### config.mk
export PLATFORM = sky130hd
export DESIGN_NAME = pipeline_ctrl
export DESIGN_NICKNAME = d
export VERILOG_FILES = /design/src/rtl/pipeline_ctrl.sv
export SDC_FILE = /design/constraint.sdc
export NUM_CORES = 1
export LEC_CHECK = 0
export BUFFER_PORTS_ARGS = -buffer_cell sky130_fd_sc_hd__clkbuf_2
export CORE_ASPECT_RATIO = 0.7
export CORE_MARGIN = 4
export CORE_UTILIZATION = 53
export CTS_BUF_LIST = sky130_fd_sc_hd__clkbuf_4 sky130_fd_sc_hd__clkbuf_8 sky130_fd_sc_hd__clkbuf_16
export DETAILED_ROUTE_END_ITERATION = 16
export MAX_ROUTING_LAYER = met4
export PLACE_DENSITY = 0.87
export SLEW_MARGIN = 5
export SYNTH_ARGS = -nofsm -noshare
export SYNTH_HDL_FRONTEND = slang
export SYNTH_SLANG_ARGS = --single-unit
### constraint.sdc
create_clock -name clk -period 2.18 [get_ports clk]
set_clock_uncertainty 0.1 [all_clocks]
set_input_delay 0.436 -clock clk [delete_from_list [all_inputs] [get_ports clk]]
set_output_delay 0.436 -clock clk [all_outputs]
set_load 0.1 [all_outputs]
### src/rtl/pipeline_ctrl.sv
// Sequencing controller for the five-stage IF/ID/EXE/MEM/WB pipeline:
// stage valid bits, allow-in chain, bus latch enables, flush and perf counters.
module pipeline_ctrl #(
    parameter int unsigned CNT_W = 32
) (
    input  logic             clk,
    input  logic             resetn,
    input  logic             IF_over,
    input  logic             ID_over,
    input  logic             EXE_over,
    input  logic             MEM_over,
    input  logic             WB_over,
    input  logic             exc_valid,
    output logic             IF_valid,
    output logic             ID_valid,
    output logic             EXE_valid,
    output logic             MEM_valid,
    output logic             WB_valid,
    output logic             next_fetch,
    output logic             IF_ID_en,
    output logic             ID_EXE_en,
    output logic             EXE_MEM_en,
    output logic             MEM_WB_en,
    output logic [CNT_W-1:0] cycle_cnt,
    output logic [CNT_W-1:0] retire_cnt,
    output logic [CNT_W-1:0] stall_cnt
);

    logic wb_ai;
    logic mem_ai;
    logic exe_ai;
    logic id_ai;

    // Backpressure chain: a stage accepts when empty or when it drains this cycle.
    assign wb_ai  = !WB_valid  | WB_over;
    assign mem_ai = !MEM_valid | (MEM_over & wb_ai);
    assign exe_ai = !EXE_valid | (EXE_over & mem_ai);
    assign id_ai  = !ID_valid  | (ID_over  & exe_ai);

    // A redirect kills every bus transfer in its cycle.
    assign IF_ID_en   = !exc_valid & IF_valid  & IF_over  & id_ai;
    assign ID_EXE_en  = !exc_valid & ID_valid  & ID_over  & exe_ai;
    assign EXE_MEM_en = !exc_valid & EXE_valid & EXE_over & mem_ai;
    assign MEM_WB_en  = !exc_valid & MEM_valid & MEM_over & wb_ai;

    assign next_fetch = IF_ID_en | exc_valid;

    always_ff @(posedge clk) begin
        if (!resetn) begin
            IF_valid   <= 1'b0;
            ID_valid   <= 1'b0;
            EXE_valid  <= 1'b0;
            MEM_valid  <= 1'b0;
            WB_valid   <= 1'b0;
            cycle_cnt  <= '0;
            retire_cnt <= '0;
            stall_cnt  <= '0;
        end else begin
            IF_valid  <= 1'b1;
            cycle_cnt <= cycle_cnt + CNT_W'(1);
            if (WB_valid & WB_over) begin
                retire_cnt <= retire_cnt + CNT_W'(1);
            end
            if (IF_valid & IF_over & !id_ai & !exc_valid) begin
                stall_cnt <= stall_cnt + CNT_W'(1);
            end
            if (exc_valid) begin
                ID_valid  <= 1'b0;
                EXE_valid <= 1'b0;
                MEM_valid <= 1'b0;
                WB_valid  <= 1'b0;
            end else begin
                if (id_ai)  ID_valid  <= IF_ID_en;
                if (exe_ai) EXE_valid <= ID_EXE_en;
                if (mem_ai) MEM_valid <= EXE_MEM_en;
                if (wb_ai)  WB_valid  <= MEM_WB_en;
            end
        end
    end

endmodule

==> results.md, run 1 <==
Outcome:
- The run finished with clean final reports.

Placement:
- The routability congestion estimate is 0.869.
- The total placed cells including tap cells is 738.
- The number of input and output port buffers inserted is about 110.
- Detailed placement ended at an HPWL of 8.60 mm.

Worst hold path:
- The path with the worst hold slack has its endpoint at WB_valid.
- The hold path startpoint is MEM_over.
- The type of the worst min-delay path is in -> reg.
- Along the worst hold path, the cell count comes to 3.

Route:
- The number of antenna-violating nets in the routed design is 0.
- In the final routed layout, each cell accounts on average for 15.8 um.
- The initial detailed-routing violation count is approximately 320.
- The pre-antenna-repair detailed-routing pass consisted of 5 iterations.
- Summed over all layers, the routed wires come to ~12 mm.
- The detailed router placed 4379 vias in this run.
- The average vias per placed instance is 5.76.
- In the routed design, unresolved DRC markers number 0.

Clock tree:
- The maximum clock path buffer count is 2.
- The source-to-sink clock delay at the later pin of the worst-skew pair is 0.35 ns.
- The root buffer cell chosen for the clock tree is sky130_fd_sc_hd__clkbuf_16.
- The number of clock buffers added by TritonCTS is 9.
- After clock tree synthesis, the clock-pin slew on the worst setup and hold paths is 0.07 ns.
- The CTS tree is yes.
- The clock net in this run drives a total of 101 sinks.
- For this design, the CTS-stage hold fixing added 0 buffers.
- The maximum level of the CTS H-tree is 3.

Synth:
- Summed over all instances, the cell type with the most area after synthesis is sky130_fd_sc_hd__dfxtp_1.
- The most repeated cell in the gate-level netlist after synthesis is sky130_fd_sc_hd__dfxtp_1.
- The cell area after synthesis is around 4600 um^2.
- The count of unique library cells instantiated by Yosys is 50.
- For this run, the register share of the synthesized area comes to 0.443.
- Sorting the synthesized cells by how often they occur yields sky130_fd_sc_hd__dfxtp_1, sky130_fd_sc_hd__nor2_1, sky130_fd_sc_hd__xor2_1.
- The share of async-settable or async-resettable flops after synthesis is 0.
- Counting flops and latches in the post-synthesis netlist gives between 100 and 150.
- In the post-synthesis netlist, the biggest area contributors are sky130_fd_sc_hd__dfxtp_1, sky130_fd_sc_hd__xor2_1, sky130_fd_sc_hd__nor2_1.
- When the netlist entered floorplanning its net count stood at around 540.
- The dominant register cell in the synthesized netlist is sky130_fd_sc_hd__dfxtp_1.
- The area share of the leading cell type in the synthesized netlist is 0.443.
- The count of synthesis-stage warnings from yosys is 0.
- The instance count of the mapped netlist is 524.
- The count of flip-flops with a built-in enable after synthesis is 0.
- Dividing the synthesized area by the synthesized cell count gives 8.71 um^2.

Layout:
- The number of nets in the layout is roughly 660.
- The register area is between 2000 and 2500 um^2.
- The count of placed standard cells in the final layout, fillers left out is 760.
- The number of antenna diodes in the final layout is 0.
- Compared with the post-synthesis result, the final layout area differs by 31.9%.
- After filler insertion, the fill cell instance count of the layout stands at 671.
- The area of combinational cells with multiple inputs is 2560 um^2.
- The layout cell share with drive strength beyond 1 is 0.380.

Floorplanning:
- The floorplan step defined a core boundary enclosing 8410 um^2.
- The starting density of the core is 0.543.
- The die boundary width is 119 um.
- The boundary pin count is 114.
- The floorplan row count is 28.
- The total die area is 10200 um^2.
- The die is ~86 um tall.

Power:
- The maximum vdd ir drop is 0.000519 V.
- For this design the static power due to leakage is 2.43 nW.
- The design draws 0.00380 W.
- Power spread over the standard cell area amounts to 632 nW/um^2.

Global route:
- The initial antenna violation count is 0.
- The first global-routing pass estimated between 20 and 25 mm of wire.
- The leftover overflow at the end of global routing is 0.
- Entering global routing, the biggest net connects 34 pins.
- The global-route usage over all layers is 0.245.
- The number of global-route vias before repair is roughly 4200.

Worst setup path:
- The startpoint of the worst register-to-register path is EXE_valid.
- The highest net fanout along the worst path is 4.
- The number of cells traversed by the worst register-to-register path is 7.
- The capture point of the worst reg-to-reg path is stall_cnt[26].
- The endpoint kind of the worst setup timing path is an output port.
- The worst register-to-register path has a setup slack of around 0.19 ns.
- The kind of start point of the critical path is a flip-flop.
- Data arrives at the worst endpoint at between 1.5 and 2 ns.
- The critical setup path kind is reg -> out.
- For the worst setup path, the data required time is roughly 1.6 ns.

Timing:
- The hold violation count in the final report was 0.
- The number of max-slew violations in the final report came to 0.
- The worst pin sits at a relative slew slack of 0.619.
- Dividing the final minimum period by the clock period gives 0.979.
- Subtracting the final worst setup slack from the clock period gives around 2.1 ns.
- Setup repair after global routing could not meet its margin everywhere.
- Setup violations remaining at the end of the flow were counted as 0.
- The slew at the pin closest to its max-slew limit is approximately 0.57 ns.
- The maximum clock frequency is 469 MHz.

Run:
- The max-capacitance violation count is 0.
logic make-up after synthesis:
| family | synth area share |
|---|---|
| compound gates | 0.102 |
| xor+xnor | 0.121 |
| flops | 0.443 |
| buf+inv | 0.0222 |
| simple gates | 0.295 |
| fa+ha+maj | 0.00823 |
| mux | 0.00878 |
cells in the final DEF (no fill, tap or decap), drive strengths merged, types with 10 or more instances in the layout:
master  instances
and3           13
dfxtp         101
nand2          44
clkbuf        119
buf            26
a21oi          19
nand3          34
o21ai          14
nand4          31
nor2           75
or3            10
nor3           16
o21a           15
xor2           54
layout make-up:
type / instances / area share
Tap cell: 105 / 0.0218
Multi-Input combinational cell: 398 / 0.425
Sequential cell: 101 / 0.355
Clock inverter: 5 / 0.0137
Clock buffer: 11 / 0.0420
Timing Repair Buffer: 134 / 0.139
Inverter: 6 / 0.00374
power by group:
part / switching, W / leakage (nW) / internal, W
registers: 0.0000101 / 0.855 / 0.00184
clock network: 0.000706 / 0.166 / 0.00107
logic: 0.000129 / 1.41 / 0.0000459
through the flow:
| stage | util | instance area (um^2) | setup TNS (ns) | worst slack [ns] | hold slack, ns |
|---|---|---|---|---|---|
| final | 0.716 | 6020 | 0 | 0.0461 | 0.330 |
| after global placement | 0.666 | 5600 | 0 | 0.140 | 0.347 |
| after floorplan | - | 4770 | -1.62 | -0.659 | 0.364 |
| after CTS | 0.707 | 5950 | 0 | 0.0220 | 0.297 |
| after detailed placement | 0.666 | 5600 | 0 | 0.0119 | 0.357 |
| after global routing | 0.716 | 6020 | -0.00957 | -0.00957 | 0.339 |
state kept, by name, indices dropped and copies added, names as in the netlist:
name	count
ID_valid	1
MEM_valid	1
WB_valid	1
stall_cnt	32
cycle_cnt	32
retire_cnt	32
EXE_valid	1
IF_valid	1
worst max-delay path by stage:
| stage | from | depth (start not counted) | end | slack, ns |
|---|---|---|---|---|
| after floorplan | EXE_valid | 5 | next_fetch | -0.66 |
| after global placement | WB_over | 7 | next_fetch | 0.14 |
| after detailed placement | exc_valid | 6 | stall_cnt[31] | 0.01 |
| after CTS | EXE_valid | 6 | next_fetch | 0.02 |
| after global routing | WB_valid | 5 | ID_EXE_en | -0.01 |
| final | WB_valid | 5 | ID_EXE_en | 0.05 |
metal layers:
layer	vias up	track usage	routed length [um]
li1	2118	-	-
met1	2116	0.307	5370
met2	122	0.386	5760
met3	23	0.0653	656
met4	0	0.0873	244
met5	-	-	0
worst max-delay path: stages (launching register included):
cell                       delay [ns]
sky130_fd_sc_hd__dfxtp_4         0.36
sky130_fd_sc_hd__nor2b_4         0.14
sky130_fd_sc_hd__o21ai_4         0.14
sky130_fd_sc_hd__nand2_2         0.09
sky130_fd_sc_hd__a211oi_4        0.30
sky130_fd_sc_hd__buf_12          0.21
repair_timing:
item | in CTS | in global routing
buffers inserted | 1 | 5
pin swaps | 1 | 4
setup endpoints to repair | 2 | 6
hold endpoints to repair | 0 | 0
gates resized for setup | 0 | 6
cloned | 0 | 0
Power figures use the tool's default switching activity.
==> run 2, diff against run 1 <==
Settings changed: BUFFER_PORTS_ARGS -buffer_cell sky130_fd_sc_hd__clkbuf_2 to not set, CORE_UTILIZATION 53 to 61, DONT_BUFFER_PORTS set to 1, PLACE_DENSITY 0.87 to 0.84.
==> run 2 against run 1 <==
Net effect:
- non-clock buffer count shrank 11
- power shrank 19%
- global-route usage grew 4.7 points
- utilization grew 11 points
- maximum frequency shrank 0.52%
- hold slack lost 0.26 ns
- wire length grew 6.3%
- sequential share of layout area grew 0.16 points
- die area shrank 12%
- sequential power is essentially flat
- flip-flop and latch count is the same
- largest cell class unchanged
==> results.md, run 2 (same netlist as run 1, synthesis figures left out) <==
Outcome:
- The flow ran to the end, and the final reports show no timing, DRC or antenna violations.

Floorplanning:
- The area of the core region is 7290 um^2 (-13%).
- The floorplan row count came to 26 (-7.1%).
- The boundary pin count came to 114 (unchanged).
- The die boundary width is 111 um (-6.3%).
- The height of the die is 80.4 um (-6.1%).
- The total die area is 8950 um^2 (-12%).
- The starting density of the core was 0.626 (+0.0835).

Worst setup path:
- The critical path in this run is classified as reg -> out.
- The highest net fanout along the worst path is 4 (unchanged).
- The number of cells traversed by the worst register-to-register path is 7 (unchanged).
- The signal arrival time at the worst endpoint is 1.61 ns (about the same).
- The origin of the worst setup path is WB_valid.
- The worst setup path is launched from a flip-flop.
- The startpoint of the worst register-to-register path is stall_cnt[0].
- The maximum cell stage delay along the critical path is 0.37 ns (about the same).
- The largest individual stage delay along the critical path comes from the cell sky130_fd_sc_hd__dfxtp_4.
- The endpoint kind of the worst setup timing path is an output port.
- The internal reg-to-reg setup slack is 0.12 ns (-0.07 ns).
- The data required time of the worst path is 1.64 ns (about the same).
- Walking the worst path, the cells encountered are nor2b_4 > o21ai_4 > nand2_2 > a211oi_4 > buf_12.
- In this run the critical register-to-register path is captured at stall_cnt[20].

Layout:
- The number of nets in the layout is 650 (-1.7%).
- The area of combinational cells with multiple inputs is 2560 um^2 (+0.20%).
- The register area is 2140 um^2 (unchanged).
- The library cell used most frequently in the layout, excluding fill and tap cells, is sky130_fd_sc_hd__buf_4.
- The layout filler cell count was 470 (-30%).
- The final core utilization is 0.822 (+0.107).
- In the final layout, the registers with the most flip-flops are cycle_cnt (32), retire_cnt (32), stall_cnt (32).
- Leaving out fill and tap cells, the most frequent cells in the layout are sky130_fd_sc_hd__buf_4, sky130_fd_sc_hd__nor2_1, sky130_fd_sc_hd__dfxtp_2, sky130_fd_sc_hd__xor2_1, sky130_fd_sc_hd__nand2_1.
- The layout cell share with drive strength beyond 1 came to 0.369 (-0.0116).
- The area growth from synthesis to final layout is 31.3%.
- The post-route standard cell area excluding fillers was 5990 um^2 (-0.44%).
- The antenna cell count was 0 (unchanged).

Global route:
- The wire length of the first global-routing pass is 20.5 mm (+2.3%).
- The largest net degree at the start of global routing is 36 (+5.9%).
- The global-route usage over all layers was 0.292 (+0.0468).
- The number of global-route vias before repair was 4288 (+1.7%).
- The initial antenna violation count is 0 (unchanged).
- The leftover overflow at the end of global routing came to 0 (unchanged).

Timing:
- Setup repair after global routing could not meet its margin everywhere.
- The final setup TNS is 0 ns (unchanged).
- The final hold slack was 0.0706 ns (-0.259 ns).
- The final worst-path cycle share is 0.984 (+0.00516).
- The maximum clock frequency is 466 MHz (-0.52%).
- The final period demand of the worst path is 2.15 ns (+0.0113 ns).
- The count of final setup violators came to 0 (unchanged).
- The hold violation count in the final report is 0 (unchanged).
- The number of max-slew violations in the final report is 0 (unchanged).
- The slew at the pin closest to its max-slew limit was 0.684 ns (+0.111 ns).
- The worst-case headroom to the max-slew limit is 0.540 (-0.0793).

Clock tree:
- The maximum clock path buffer count is 2 (unchanged).
- The CTS tree is yes.
- The source-to-sink clock delay at the later pin of the worst-skew pair is 0.38 ns (+0.03 ns).
- The maximum level of the CTS H-tree came to 3 (unchanged).
- The CTS buffer count was 9 (unchanged).
- The clock-pin slew of the registers on the worst-case setup and hold paths is 0.09 ns (+0.02 ns).
- The clock sink count came to 101 (unchanged).
- The buffer type at the clock tree root is sky130_fd_sc_hd__clkbuf_8.

Route:
- The number of antenna-violating nets in the routed design came to 0 (unchanged).
- The initial detailed-routing violation count is 302 (-4.4%).
- The first-pass detailed-route iteration total came to 5 (unchanged).
- The average routed wire per standard cell came to 17.3 um (+9.0%).
- The met3 wire length is 1.10 mm (+68%).
- The via count is 4372 (-0.16%).
- The met1 routed wirelength after detailed routing is 5.28 mm (-1.7%).
- The total length of routed met2 wires was 6.20 mm (+7.7%).
- The average vias per placed instance is 5.90 (+2.4%).
- The highest metal layer with signal wires is met4.
- The total wire length after detailed routing is 12.8 mm (+6.3%).
- The post-route DRC violation count is 0 (unchanged).

Power:
- The leakage power is 2.37 nW (-2.4%).
- The power per cell area is 516 nW/um^2 (-18%).
- The total power of the final layout came to 0.00309 W (-19%).
- The maximum vdd ir drop is 0.000534 V (+2.9%).

Worst hold path:
- The depth of the worst hold-timing path was 1 (-2).
- The path with the worst hold slack has its endpoint at stall_cnt[6].
- The type of the worst min-delay path is in -> reg.
- The hold path startpoint is resetn.

Run:
- The max-capacitance violation count is 0 (unchanged).

Placement:
- The post-detailed-placement cell area came to 5740 um^2 (+2.4%).
- The final HPWL from detailed placement is 9.17 mm (+6.6%).
- The routability congestion estimate is 0.863 (-0.62%).
- The number of input and output port buffers inserted is 0 (-100%).
## run 2: changes by cell type in the layout (fill, tap and decap cells not counted), moves of 3 or more
cell and delta:
sky130_fd_sc_hd__buf_6 +4, sky130_fd_sc_hd__clkbuf_2 -108, sky130_fd_sc_hd__clkbuf_4 +3, sky130_fd_sc_hd__clkbuf_16 -9
sky130_fd_sc_hd__buf_4 +97, sky130_fd_sc_hd__clkbuf_8 +8, sky130_fd_sc_hd__buf_12 -5
## run 2: cell type report
class	count	area share
Timing Repair Buffer	123	0.163
Multi-Input combinational cell	398	0.427
Clock inverter	2	0.00167
Sequential cell	101	0.357
Inverter	6	0.00376
Tap cell	98	0.0205
Clock buffer	13	0.0267
## run 2: worst max path at each step
stage / endpoint / slack, ns / cells after the start
after floorplan: next_fetch / -0.66 / 5
after global placement: stall_cnt[28] / 0.28 / 6
after detailed placement: stall_cnt[28] / 0.16 / 6
after CTS: ID_EXE_en / -0.01 / 5
after global routing: ID_EXE_en / -0.04 / 5
final: ID_EXE_en / 0.03 / 5
## run 2: metal layers
layer	track usage	vias to the layer above
met3	0.108	25
met2	0.474	179
met1	0.340	2077
li1	-	2091
met4	0.0948	0
met5	-	-
## run 2: report_power, final
part           switching, W  total [W]  internal, W
Clock              0.000617    0.00109     0.000476
Combinational      0.000116   0.000154    0.0000374
Sequential       0.00000497    0.00185      0.00184
Total              0.000738    0.00309      0.00235
## run 2: critical path, delay by kind of cell (launching register included)
kind	cells	cell delay [ns]
and+or+nand+nor	2	0.24
buffers and inverters	1	0.21
AOI/OAI and AO/OA	2	0.41
DFF	1	0.37
## run 2: through the flow
stage / worst slack, ns / std cells
floorplan: -0.659 / 524
detailed placement: 0.156 / 720
CTS: -0.00963 / 737
finish: 0.0348 / 741
global placement: 0.275 / 720
global route: -0.0436 / 741
## run 2: repair_timing
item	4_1_cts	5_1_grt
gates resized for setup	4	4
hold buffers	1	0
hold endpoints to repair	1	0
endpoints found under the setup margin	3	7
pin swaps	1	2
setup buffers	1	4
